`src/rtl/emib_port_arbiter_pkg.sv`:
```
// -----------------------------------------------------------------------------
// emib_port_arbiter_pkg
//   Shared definitions for the EMIB RAM port arbiter: FSM state codes,
//   requester indices, default region split / timeout values, and small
//   index helpers used by the arbiter top level.
// -----------------------------------------------------------------------------
package emib_port_arbiter_pkg;

    typedef enum logic [1:0] {
        ARB_IDLE  = 2'd0,
        ARB_GRANT = 2'd1,
        ARB_HOLD  = 2'd2,
        ARB_REL   = 2'd3
    } arb_state_e;

    localparam logic [1:0] REQ_MM  = 2'd0;   // MM object write
    localparam logic [1:0] REQ_OPC = 2'd1;   // OPC / FRT-link config write
    localparam logic [1:0] REQ_RD  = 2'd2;   // EMIB read engine

    localparam int FRT_BASE_DEF = 492;
    localparam int TIMEOUT_DEF  = 255;

    // Convert a one-hot grant vector into a requester index.
    function automatic logic [1:0] onehot_to_idx(input logic [2:0] oh);
        logic [1:0] idx;
        case (oh)
            3'b001:  idx = REQ_MM;
            3'b010:  idx = REQ_OPC;
            3'b100:  idx = REQ_RD;
            default: idx = REQ_MM;
        endcase
        return idx;
    endfunction

    // Round-robin successor of a requester index (2 wraps to 0).
    function automatic logic [1:0] next_ptr(input logic [1:0] idx);
        logic [1:0] nxt;
        case (idx)
            REQ_MM:  nxt = REQ_OPC;
            REQ_OPC: nxt = REQ_RD;
            default: nxt = REQ_MM;
        endcase
        return nxt;
    endfunction

endpackage

```
`src/rtl/emib_rr_pick.sv`:
```
// -----------------------------------------------------------------------------
// emib_rr_pick
//   Combinational 3-way round-robin picker. The requester at ptr_i has first
//   claim, then the search continues upward modulo 3.
//   req_i  [2:0] : eligible request vector
//   ptr_i  [1:0] : requester index with highest priority
//   gnt_o  [2:0] : one-hot winner, zero when no request
// -----------------------------------------------------------------------------
module emib_rr_pick
    import emib_port_arbiter_pkg::*;
(
    input  logic [2:0] req_i,
    input  logic [1:0] ptr_i,
    output logic [2:0] gnt_o
);

    // Rotated fixed-priority search starting at ptr_i.
    always_comb begin
        gnt_o = 3'b000;
        case (ptr_i)
            REQ_OPC: begin
                if (req_i[1])      gnt_o = 3'b010;
                else if (req_i[2]) gnt_o = 3'b100;
                else if (req_i[0]) gnt_o = 3'b001;
                else               gnt_o = 3'b000;
            end
            REQ_RD: begin
                if (req_i[2])      gnt_o = 3'b100;
                else if (req_i[0]) gnt_o = 3'b001;
                else if (req_i[1]) gnt_o = 3'b010;
                else               gnt_o = 3'b000;
            end
            default: begin
                if (req_i[0])      gnt_o = 3'b001;
                else if (req_i[1]) gnt_o = 3'b010;
                else if (req_i[2]) gnt_o = 3'b100;
                else               gnt_o = 3'b000;
            end
        endcase
    end

endmodule

```
`src/rtl/emib_port_arbiter.sv`:
```
// -----------------------------------------------------------------------------
// emib_port_arbiter
//   Shares the single EMIB RAM port among MM writes (0), OPC config writes (1)
//   and the read engine (2). Round-robin grant, ownership held until the owner
//   drops its request, forced revoke after TIMEOUT idle cycles, and a region
//   split at FRT_BASE (MM below, OPC at/above).
// Ports:
//   i_clk, i_rst            clock, synchronous active-high reset
//   i_req / o_gnt           level requests / registered one-hot grant
//   i_mm_*  i_opc_* i_rd_*  per-requester strobes, address, write data
//   o_ram_*                 registered RAM command (addr/wdata zero when idle)
//   i_ram_rdata             RAM read data, valid 1 cycle after o_ram_rd_en
//   o_rd_data / o_rd_valid  registered read return to requester 2
//   o_prot_err / o_timeout  1-cycle event pulses
// -----------------------------------------------------------------------------
module emib_port_arbiter
    import emib_port_arbiter_pkg::*;
#(
    parameter int DATA_W   = 8,
    parameter int ADDR_W   = 10,
    parameter int FRT_BASE = FRT_BASE_DEF,
    parameter int TIMEOUT  = TIMEOUT_DEF
) (
    input  logic              i_clk,
    input  logic              i_rst,
    input  logic [2:0]        i_req,
    output logic [2:0]        o_gnt,
    input  logic              i_mm_wr_en,
    input  logic [ADDR_W-1:0] i_mm_addr,
    input  logic [DATA_W-1:0] i_mm_wdata,
    input  logic              i_opc_wr_en,
    input  logic [ADDR_W-1:0] i_opc_addr,
    input  logic [DATA_W-1:0] i_opc_wdata,
    input  logic              i_rd_en,
    input  logic [ADDR_W-1:0] i_rd_addr,
    output logic [ADDR_W-1:0] o_ram_addr,
    output logic [DATA_W-1:0] o_ram_wdata,
    output logic              o_ram_wr_en,
    output logic              o_ram_rd_en,
    input  logic [DATA_W-1:0] i_ram_rdata,
    output logic [DATA_W-1:0] o_rd_data,
    output logic              o_rd_valid,
    output logic              o_prot_err,
    output logic              o_timeout
);

    localparam logic [ADDR_W-1:0] FRT_BASE_A = ADDR_W'(FRT_BASE);
    localparam logic [7:0]        TIMEOUT_C  = 8'(TIMEOUT);

    arb_state_e        state_q, state_d;
    logic [1:0]        ptr_q, ptr_d;
    logic [1:0]        owner_q, owner_d;
    logic [2:0]        gnt_q, gnt_d;
    logic [2:0]        blocked_q, blocked_d;
    logic [7:0]        cnt_q, cnt_d;
    logic [ADDR_W-1:0] addr_q, addr_d;
    logic [DATA_W-1:0] wdata_q, wdata_d;
    logic              wr_en_q, wr_en_d;
    logic              rd_en_q, rd_en_d;
    logic              rd_pend_q, rd_pend_d;
    logic [DATA_W-1:0] rd_data_q, rd_data_d;
    logic              rd_valid_q, rd_valid_d;
    logic              prot_err_q, prot_err_d;
    logic              timeout_q, timeout_d;

    logic [2:0]        eligible_s;
    logic [2:0]        pick_s;
    logic              owner_req_s;
    logic              owner_stb_s;
    logic [7:0]        cnt_inc_s;

    // A revoked requester stays ineligible until it has dropped its request.
    assign eligible_s = i_req & ~blocked_q;

    emib_rr_pick u_pick (
        .req_i (eligible_s),
        .ptr_i (ptr_q),
        .gnt_o (pick_s)
    );

    // Select the current owner's request level and strobe.
    always_comb begin
        owner_req_s = 1'b0;
        owner_stb_s = 1'b0;
        case (owner_q)
            REQ_MM: begin
                owner_req_s = i_req[0];
                owner_stb_s = i_mm_wr_en;
            end
            REQ_OPC: begin
                owner_req_s = i_req[1];
                owner_stb_s = i_opc_wr_en;
            end
            REQ_RD: begin
                owner_req_s = i_req[2];
                owner_stb_s = i_rd_en;
            end
            default: begin
                owner_req_s = 1'b0;
                owner_stb_s = 1'b0;
            end
        endcase
    end

    assign cnt_inc_s = (cnt_q == 8'hFF) ? cnt_q : (cnt_q + 8'd1);

    // Next-state, grant, forwarding and event-pulse logic.
    always_comb begin
        state_d    = state_q;
        ptr_d      = ptr_q;
        owner_d    = owner_q;
        gnt_d      = gnt_q;
        cnt_d      = cnt_q;
        blocked_d  = blocked_q & i_req;
        addr_d     = '0;
        wdata_d    = '0;
        wr_en_d    = 1'b0;
        rd_en_d    = 1'b0;
        prot_err_d = 1'b0;
        timeout_d  = 1'b0;
        // Read return pipeline runs independently of arbitration so an
        // in-flight read completes across REL.
        rd_pend_d  = rd_en_q;
        rd_valid_d = rd_pend_q;
        if (rd_pend_q) begin
            rd_data_d = i_ram_rdata;
        end else begin
            rd_data_d = '0;
        end

        case (state_q)
            ARB_IDLE: begin
                if (|eligible_s) begin
                    state_d = ARB_GRANT;
                    gnt_d   = pick_s;
                    owner_d = onehot_to_idx(pick_s);
                end else begin
                    state_d = ARB_IDLE;
                end
            end
            ARB_GRANT: begin
                state_d = ARB_HOLD;
                cnt_d   = 8'd0;
            end
            ARB_HOLD: begin
                if (!owner_req_s) begin
                    // Request drop wins over a simultaneous strobe.
                    state_d = ARB_REL;
                    gnt_d   = 3'b000;
                end else if (owner_stb_s) begin
                    cnt_d = 8'd0;
                    case (owner_q)
                        REQ_MM: begin
                            if (i_mm_addr < FRT_BASE_A) begin
                                wr_en_d = 1'b1;
                                addr_d  = i_mm_addr;
                                wdata_d = i_mm_wdata;
                            end else begin
                                prot_err_d = 1'b1;
                            end
                        end
                        REQ_OPC: begin
                            if (i_opc_addr >= FRT_BASE_A) begin
                                wr_en_d = 1'b1;
                                addr_d  = i_opc_addr;
                                wdata_d = i_opc_wdata;
                            end else begin
                                prot_err_d = 1'b1;
                            end
                        end
                        REQ_RD: begin
                            rd_en_d = 1'b1;
                            addr_d  = i_rd_addr;
                        end
                        default: begin
                            wr_en_d = 1'b0;
                        end
                    endcase
                end else if (cnt_inc_s == TIMEOUT_C) begin
                    // Counter reaches the limit on this idle cycle: revoke.
                    cnt_d              = cnt_inc_s;
                    state_d            = ARB_REL;
                    gnt_d              = 3'b000;
                    timeout_d          = 1'b1;
                    blocked_d[owner_q] = 1'b1;
                end else begin
                    cnt_d = cnt_inc_s;
                end
            end
            ARB_REL: begin
                ptr_d   = next_ptr(owner_q);
                state_d = ARB_IDLE;
            end
            default: begin
                state_d = ARB_IDLE;
                gnt_d   = 3'b000;
            end
        endcase
    end

    // State and output registers with synchronous reset.
    always_ff @(posedge i_clk) begin
        if (i_rst) begin
            state_q    <= ARB_IDLE;
            ptr_q      <= 2'd0;
            owner_q    <= 2'd0;
            gnt_q      <= 3'b000;
            blocked_q  <= 3'b000;
            cnt_q      <= 8'd0;
            addr_q     <= '0;
            wdata_q    <= '0;
            wr_en_q    <= 1'b0;
            rd_en_q    <= 1'b0;
            rd_pend_q  <= 1'b0;
            rd_data_q  <= '0;
            rd_valid_q <= 1'b0;
            prot_err_q <= 1'b0;
            timeout_q  <= 1'b0;
        end else begin
            state_q    <= state_d;
            ptr_q      <= ptr_d;
            owner_q    <= owner_d;
            gnt_q      <= gnt_d;
            blocked_q  <= blocked_d;
            cnt_q      <= cnt_d;
            addr_q     <= addr_d;
            wdata_q    <= wdata_d;
            wr_en_q    <= wr_en_d;
            rd_en_q    <= rd_en_d;
            rd_pend_q  <= rd_pend_d;
            rd_data_q  <= rd_data_d;
            rd_valid_q <= rd_valid_d;
            prot_err_q <= prot_err_d;
            timeout_q  <= timeout_d;
        end
    end

    assign o_gnt       = gnt_q;
    assign o_ram_addr  = addr_q;
    assign o_ram_wdata = wdata_q;
    assign o_ram_wr_en = wr_en_q;
    assign o_ram_rd_en = rd_en_q;
    assign o_rd_data   = rd_data_q;
    assign o_rd_valid  = rd_valid_q;
    assign o_prot_err  = prot_err_q;
    assign o_timeout   = timeout_q;

endmodule

```
`config.mk`:
```
export PLATFORM = sky130hd
export DESIGN_NAME = emib_port_arbiter
export DESIGN_NICKNAME = d
export VERILOG_FILES = /design/src/rtl/emib_port_arbiter_pkg.sv /design/src/rtl/emib_rr_pick.sv /design/src/rtl/emib_port_arbiter.sv
export SDC_FILE = /design/constraint.sdc
export NUM_CORES = 1
export LEC_CHECK = 0
export ABC_AREA = 1
export CAP_MARGIN = 20
export CORE_MARGIN = 2
export CORE_UTILIZATION = 47
export DETAILED_ROUTE_END_ITERATION = 10
export HOLD_SLACK_MARGIN = 0.08
export PLACE_DENSITY = 0.86
export SETUP_SLACK_MARGIN = 0.4
export SLEW_MARGIN = 20
export SYNTH_ARGS = -nofsm -noshare
export SYNTH_HDL_FRONTEND = slang
export SYNTH_SLANG_ARGS = --single-unit
```
`constraint.sdc`:
```
create_clock -name i_clk -period 3.2 [get_ports i_clk]
set_clock_uncertainty 0.15 [all_clocks]
set_input_delay 0.48 -clock i_clk [delete_from_list [all_inputs] [get_ports i_clk]]
set_output_delay 0.48 -clock i_clk [all_outputs]
set_load 0.03 [all_outputs]
```
==> results.sh, run 1 <==
export IMPL_netSwitchingFraction_pct=35.2
export IMPL_yosys_cell_types_count=32
export IMPL_numPortBuffers=95
export IMPL_vias_per_cell=4.82
export IMPL_synthCells=354
export IMPL_grt_pass1_wl_mm=11.0
export IMPL_num_vias=2520
export IMPL_drt_iter0_drc=143
export IMPL_power_total_mw=1.73
export IMPL_min_period_ns=2.16
export IMPL_die_h_um=76.9
export IMPL_drtPass1Iterations=4
export IMPL_synth_area_leaders="dfxtp_1 (42%), nand2_1 (14%), inv_1 (11%), nand3_1 (4.8%), ha_1 (3.5%)"
export IMPL_synth_top_cell_area_share_pct=41.7
export IMPL_rsz0062_at_grt="false"
export IMPL_hp_class="register to register"
export IMPL_hold_viol=0
export IMPL_cts_resized=0
export IMPL_max_slew_worst_pin_slew_ns=0.680
export IMPL_worst_ep_arrival_time_ns=2.23
export IMPL_routed_wl_mm=6.74
export IMPL_switchingPower_mw=0.609
export IMPL_dp_cells=515
export IMPL_dieWidth_um=76.9
export IMPL_htreeDepth=2
export IMPL_gr_usage_all_layers_pct=22.8
export IMPL_grt_pass1_vias=2428
export IMPL_num_nets_final=521
export IMPL_path_class="register to register"
export IMPL_gp_congestion=0.931
export IMPL_cts_made_buffers=5
export IMPL_internal_power_mw=1.12
export IMPL_ys_warn_count=0
export IMPL_final_common_cell="clkdlybuf4s50_1"
export IMPL_peakVddDrop_uv=394
export IMPL_fin_tns_setup_ns=0
export IMPL_post_cts_buffers=0
export IMPL_dieArea_um2=5910
export IMPL_drive_gt1_share_pct=6.84
export IMPL_grt_overflow=0
export IMPL_start_util_pct=48.9
export IMPL_p_leak_nw=1.66
export IMPL_syn2layout_area_growth_pct=44.7
export IMPL_root_buffer="clkbuf_8"
export IMPL_cp_max_fo=6
export IMPL_yosysTopAreaCell="dfxtp_1"
export IMPL_pwr_share_clk_pct=22.5
export IMPL_clk_latency_ns=0.31
export IMPL_postCtsHoldBufs=0
export IMPL_cts_sinks=52
export IMPL_syn_nets=423
export IMPL_power_density_nw_per_um2=479
export IMPL_power_frac_comb_pct=35.5
export IMPL_layout_cells_non_filler=523
export IMPL_finalSetupViolCount=0
export IMPL_coreArea_um2=5110
export IMPL_grt_max_degree=19
export IMPL_io_pins=96
export IMPL_power_frac_seq_pct=42.0
export IMPL_drc=0
export IMPL_dp_hpwl_mm=5.33
export IMPL_tritoncts="done"
export IMPL_netlist_area_um2=2500
export IMPL_end_kind="register"
export IMPL_final_cell_mix="clkdlybuf4s50_1 (95), nand2_1 (93), inv_1 (73)"
export IMPL_diodes=0
export IMPL_nFillCells=430
export IMPL_slew_headroom_pct=54.6
export IMPL_antenna_found_initial=0
export IMPL_slew_violations=0
export IMPL_clk_pin_slew_ns=0.09
export IMPL_wl_per_cell_um=12.9
export IMPL_final_util_pct=70.7
export IMPL_ys_seq_area_share_pct=41.7
export IMPL_rows=26
export IMPL_max_freq_ghz=0.462
export IMPL_maxCapViolations=0
export IMPL_antenna_left=0
export IMPL_crit_required_ns=3.27
export IMPL_status="completed"
export IMPL_finalCritPeriodShare_pct=67.6
export IMPL_syn_area_per_cell_um2=7.05
export IMPL_crit_path_start_kind="register"
export IMPL_ys_ff_latch=52
export IMPL_cts_buffer_depth=2
[layer usage]
metal	routed length, µm	global-route usage, %	part of all wire [%]	vias up
met5	0	0	0	-
met4	181	9.64	2.7	0
met3	305	3.41	4.5	15
met2	3470	42.5	52	71
met1	2780	25.5	41	1138
li1	-	-	-	1296
[worst paths after layout]
kind / endpoint / cells past startpoint / slack, ns / start
worst max-delay path: o_gnt[2] / 12 / 1.04 / cnt_q[0]
worst min-delay path: rd_pend_q / 2 / 0.28 / o_ram_rd_en
worst max register to register: o_gnt[2] / 12 / 1.04 / cnt_q[0]
worst min register to register: rd_pend_q / 2 / 0.28 / o_ram_rd_en
[critical path, cell delays in order (launching register included)]
cell and delay (ns):
dfxtp_1 0.46, ha_1 0.28, nand2_2 0.08, nor2_2 0.12, nand3_2 0.13, o21ai_1 0.15, nand2_1 0.09, nor2_2 0.15
nand3_2 0.14, nand2_4 0.13, nand2_4 0.06, nor2_1 0.09, nor2_1 0.05
[cells in the mapped netlist]
cell type  number
nand3_2         5
xor2_1          1
nand2_2         3
o211ai_1        1
a22o_1          8
a221oi_1        1
nor2_2          7
o221ai_1        1
o21ai_0         9
o21ai_2         2
a31o_2          1
buf_2           1
inv_2           1
nor2_1         23
clkinv_1        2
nand2_4         2
o31ai_1         3
clkbuf_1        3
nand2_1        93
a21oi_2         1
a21oi_1        14
ha_1            7
nand3_1        24
clkinv_2        1
o22ai_1         8
nand4_1         2
inv_1          73
buf_4           1
nand3b_1        1
a31oi_1         1
dfxtp_1        52
o21ai_1         2
[cell type report]
type / instances / area (µm²) / share of cell area, %
Sequential cell: 52 / 1040 / 28.8
Multi-Input combinational cell: 220 / 1140 / 31.6
Clock inverter: 1 / 7.51 / 0.208
Inverter: 77 / 290 / 8.04
Tap cell: 70 / 87.6 / 2.42
Clock buffer: 7 / 86.3 / 2.39
Timing Repair Buffer: 96 / 958 / 26.5
[registers in the layout, indices dropped and copies added, names as in the netlist]
name and cells:
o_ram_rd_en 1, o_rd_data 8, o_ram_wr_en 1, rd_pend_q 1, cnt_q 8, o_rd_valid 1, o_ram_addr 10, o_gnt 3
ptr_q 2, o_prot_err 1, owner_q 2, o_ram_wdata 8, blocked_q 3, state_q 2, o_timeout 1
[power by group through the flow]
stage | Clock [mW] | Sequential [mW] | Combinational [mW]
after global placement | 0 | 0.738 | 0.592
after floorplan | 0 | 0.779 | 0.361
final | 0.390 | 0.726 | 0.614
after global routing | 0.422 | 0.733 | 0.679
after detailed placement | 0 | 0.741 | 0.609
after CTS | 0.399 | 0.726 | 0.612
[cell families after synthesis]
kind of cell / count (synthesis) / share of synthesized area [%]
AOI/OAI and AO/OA: 52 / 13.4
xor gates and xnor gates: 1 / 0.351
adders and majority gates: 7 / 3.51
buffers and inverters: 82 / 12.6
DFF: 52 / 41.7
and+or+nand+nor: 160 / 28.5
[metrics by stage]
step	hold slack, ns	setup slack (ns)	area (µm²)
after floorplan	0.293	1.38	2500
after global placement	0.257	0.844	3520
after detailed placement	0.266	0.805	3520
after CTS	0.280	1.06	3610
after global routing	0.290	0.819	3610
final	0.276	1.04	3610
Note: power is estimated with default switching activity, not from simulation.
==> run 2: changes to the inputs <==
--- a/config.mk
+++ b/config.mk
@@ -8,10 +8,10 @@
 export ABC_AREA = 1
 export CAP_MARGIN = 20
 export CORE_MARGIN = 2
-export CORE_UTILIZATION = 47
+export CORE_UTILIZATION = 44
 export DETAILED_ROUTE_END_ITERATION = 10
 export HOLD_SLACK_MARGIN = 0.08
-export PLACE_DENSITY = 0.86
+export PLACE_DENSITY = 0.81
 export SETUP_SLACK_MARGIN = 0.4
 export SLEW_MARGIN = 20
 export SYNTH_ARGS = -nofsm -noshare
==> constraint.sdc (replaced) <==
create_clock -name i_clk -period 2.3 [get_ports i_clk]
set_clock_uncertainty 0.15 [all_clocks]
set_input_delay 0.345 -clock i_clk [delete_from_list [all_inputs] [get_ports i_clk]]
set_output_delay 0.345 -clock i_clk [all_outputs]
set_load 0.03 [all_outputs]
==> run 2 against run 1 <==
  * Core utilization fell by 0.45 points
  * Sequential power rose by 39%
  * Critical path depth fell by 1
  * Non-clock buffer count rose by 13
  * Global-route usage fell by 1.2 points
  * Maximum frequency rose by 14%
  * Clock-buffer cell count fell by 2
  * Cell count rose by 3.1%
  * Setup slack got worse by 0.63 ns
  * Clock power rose by 62%
  * Power rose by 50%
  * Critical endpoint is now blocked_q[1]
  * Largest cell class unchanged
  * Highest routed layer unchanged
==> results.sh, run 2 (synthesized netlist as in run 1, its figures left out) <==
export IMPL_status="completed"
export IMPL_final_cell_mix="clkdlybuf4s50_1 (95), nand2_1 (87), inv_1 (72)"
export IMPL_grt_overflow=0
export IMPL_regToRegSetupSlack_ns=0.41
export IMPL_clk_latency_ns=0.31
export IMPL_timing_rr_end="blocked_q[1]"
export IMPL_io_pins=96
export IMPL_path_delay_family="simple AND/OR/NAND/NOR gates"
export IMPL_crit_path_start_kind="register"
export IMPL_numPortBuffers=95
export IMPL_final_common_cell="clkdlybuf4s50_1"
export IMPL_diodes=0
export IMPL_cp_max_fo=3
export IMPL_dieWidth_um=79.3
export IMPL_worst_ep_arrival_time_ns=1.99
export IMPL_drive_gt1_share_pct=13.7
export IMPL_grt_max_degree=19
export IMPL_end_kind="register"
export IMPL_path_class="register to register"
export IMPL_crit_buf_inv=1
export IMPL_dp_cells=522
export IMPL_antenna_found_initial=0
export IMPL_htreeDepth=2
export IMPL_cpPeakStageDelay_ns=0.37
export IMPL_finalSetupViolCount=0
export IMPL_die_h_um=79.3
export IMPL_rsz0062_at_grt="true"
export IMPL_coreArea_um2=5510
export IMPL_wl_per_cell_um=13.3
export IMPL_max_freq_ghz=0.528
export IMPL_clk_pin_slew_ns=0.09
export IMPL_crit_required_ns=2.40
export IMPL_slew_violations=0
export IMPL_layout_cells_non_filler=539
export IMPL_dp_hpwl_mm=5.17
export IMPL_cts_sinks=52
export IMPL_start_util_pct=45.3
export IMPL_largest_reg_flops=10
export IMPL_slowest_stage="dfxtp_4"
export IMPL_maxCapViolations=0
export IMPL_peakVddDrop_uv=618
export IMPL_gp_congestion=0.915
export IMPL_slew_headroom_pct=72.5
export IMPL_worstHoldStart="o_ram_rd_en"
export IMPL_path_cells="ha_4, nand2_2, nor2_4, nand3_2, nand3_2, nand2_2, nor2_4, nand2_1, inv_2, nand4_1, a21oi_1"
export IMPL_min_path_cells=2
export IMPL_num_vias=2616
export IMPL_tritoncts="done"
export IMPL_cts_buffer_depth=2
export IMPL_antenna_left=0
export IMPL_routed_wl_mm=7.16
export IMPL_drt_iter0_drc=152
export IMPL_rows=27
export IMPL_r2r_cells=11
export IMPL_dieArea_um2=6290
export IMPL_p_leak_nw=1.74
export IMPL_finalCritPeriodShare_pct=82.3
export IMPL_vias_per_cell=4.85
export IMPL_hold_viol=0
export IMPL_cts_made_buffers=5
export IMPL_drc=0
export IMPL_grt_pass1_vias=2397
export IMPL_postCtsHoldBufs=0
export IMPL_num_nets_final=535
export IMPL_gr_usage_all_layers_pct=21.6
export IMPL_min_to="rd_pend_q"
export IMPL_root_buffer="clkbuf_8"
export IMPL_hp_class="register to register"
export IMPL_r2r_start="cnt_q[1]"
export IMPL_grt_pass1_wl_mm=10.8
export IMPL_min_period_ns=1.89
export IMPL_fin_tns_setup_ns=0
export IMPL_drtPass1Iterations=5
export IMPL_max_slew_worst_pin_slew_ns=0.409
export IMPL_power_density_nw_per_um2=670
export IMPL_syn2layout_area_growth_pct=55.0
run 2: changes by cell type in the layout (fill, tap and decap cells not counted), sizes merged:
cell      delta
buf         +13
bufinv       +1
clkbuf       -2
clkinv       +1
clkinvlp     +1
run 2: cell type report:
class                           count  area, µm²
Fill cell                         430       1640
Multi-Input combinational cell    220       1240
Timing Repair Buffer              109       1070
Sequential cell                    52       1050
Inverter                           77        299
Tap cell                           72       90.1
Clock buffer                        5       68.8
Clock inverter                      3       42.5
Timing Repair inverter              1       6.26
run 2: worst reg2reg max path, stage by stage (launching register included):
cell	delay, ns
dfxtp_4	0.37
ha_4	0.16
nand2_2	0.08
nor2_4	0.14
nand3_2	0.13
nand3_2	0.11
nand2_2	0.07
nor2_4	0.16
nand2_1	0.12
inv_2	0.08
nand4_1	0.14
a21oi_1	0.15
run 2: where the power goes:
part | total (mW) | switching (mW) | internal (mW)
clock network | 0.631 | 0.308 | 0.322
logic | 0.949 | 0.539 | 0.409
registers | 1.01 | 0.0480 | 0.965
total | 2.59 | 0.896 | 1.70
run 2: metrics by stage:
stage               total power [mW]  worst slack, ns  area, µm²  hold WS, ns  util, %
floorplan                       1.59            0.485       2500        0.293        -
global route                    2.75            0.309       3870        0.297     70.3
CTS                             2.53            0.395       3730        0.285     67.8
finish                          2.59            0.407       3870        0.283     70.3
global placement                1.89            0.108       3560        0.260     64.6
detailed placement              1.90           0.0580       3560        0.272     64.6
run 2: repair_timing:
action	4_1_cts	5_1_grt
endpoints found under the setup margin	9	29
pin swaps	5	10
setup buffers	2	6
gates cloned	0	1
resized for setup	13	23
run 2: metal layers:
layer	global-route usage, %	up-vias	part of all wire, %
met5	0	-	0
met4	10.2	0	3.1
met3	3.52	21	4.9
met2	37.0	90	51
met1	26.3	1172	41
li1	-	1333	-
run 2: how the worst max path moves through the flow:
stage	start	to	slack (ns)	depth (start not counted)
after global routing	cnt_q[1]	blocked_q[1]	0.31	11
after floorplan	cnt_q[0]	o_gnt[2]	0.48	12
after CTS	cnt_q[1]	o_gnt[1]	0.40	12
after detailed placement	i_req[1]	o_gnt[2]	0.06	11
after global placement	i_opc_addr[3]	o_ram_wdata[2]	0.11	8
final	cnt_q[1]	blocked_q[1]	0.41	11
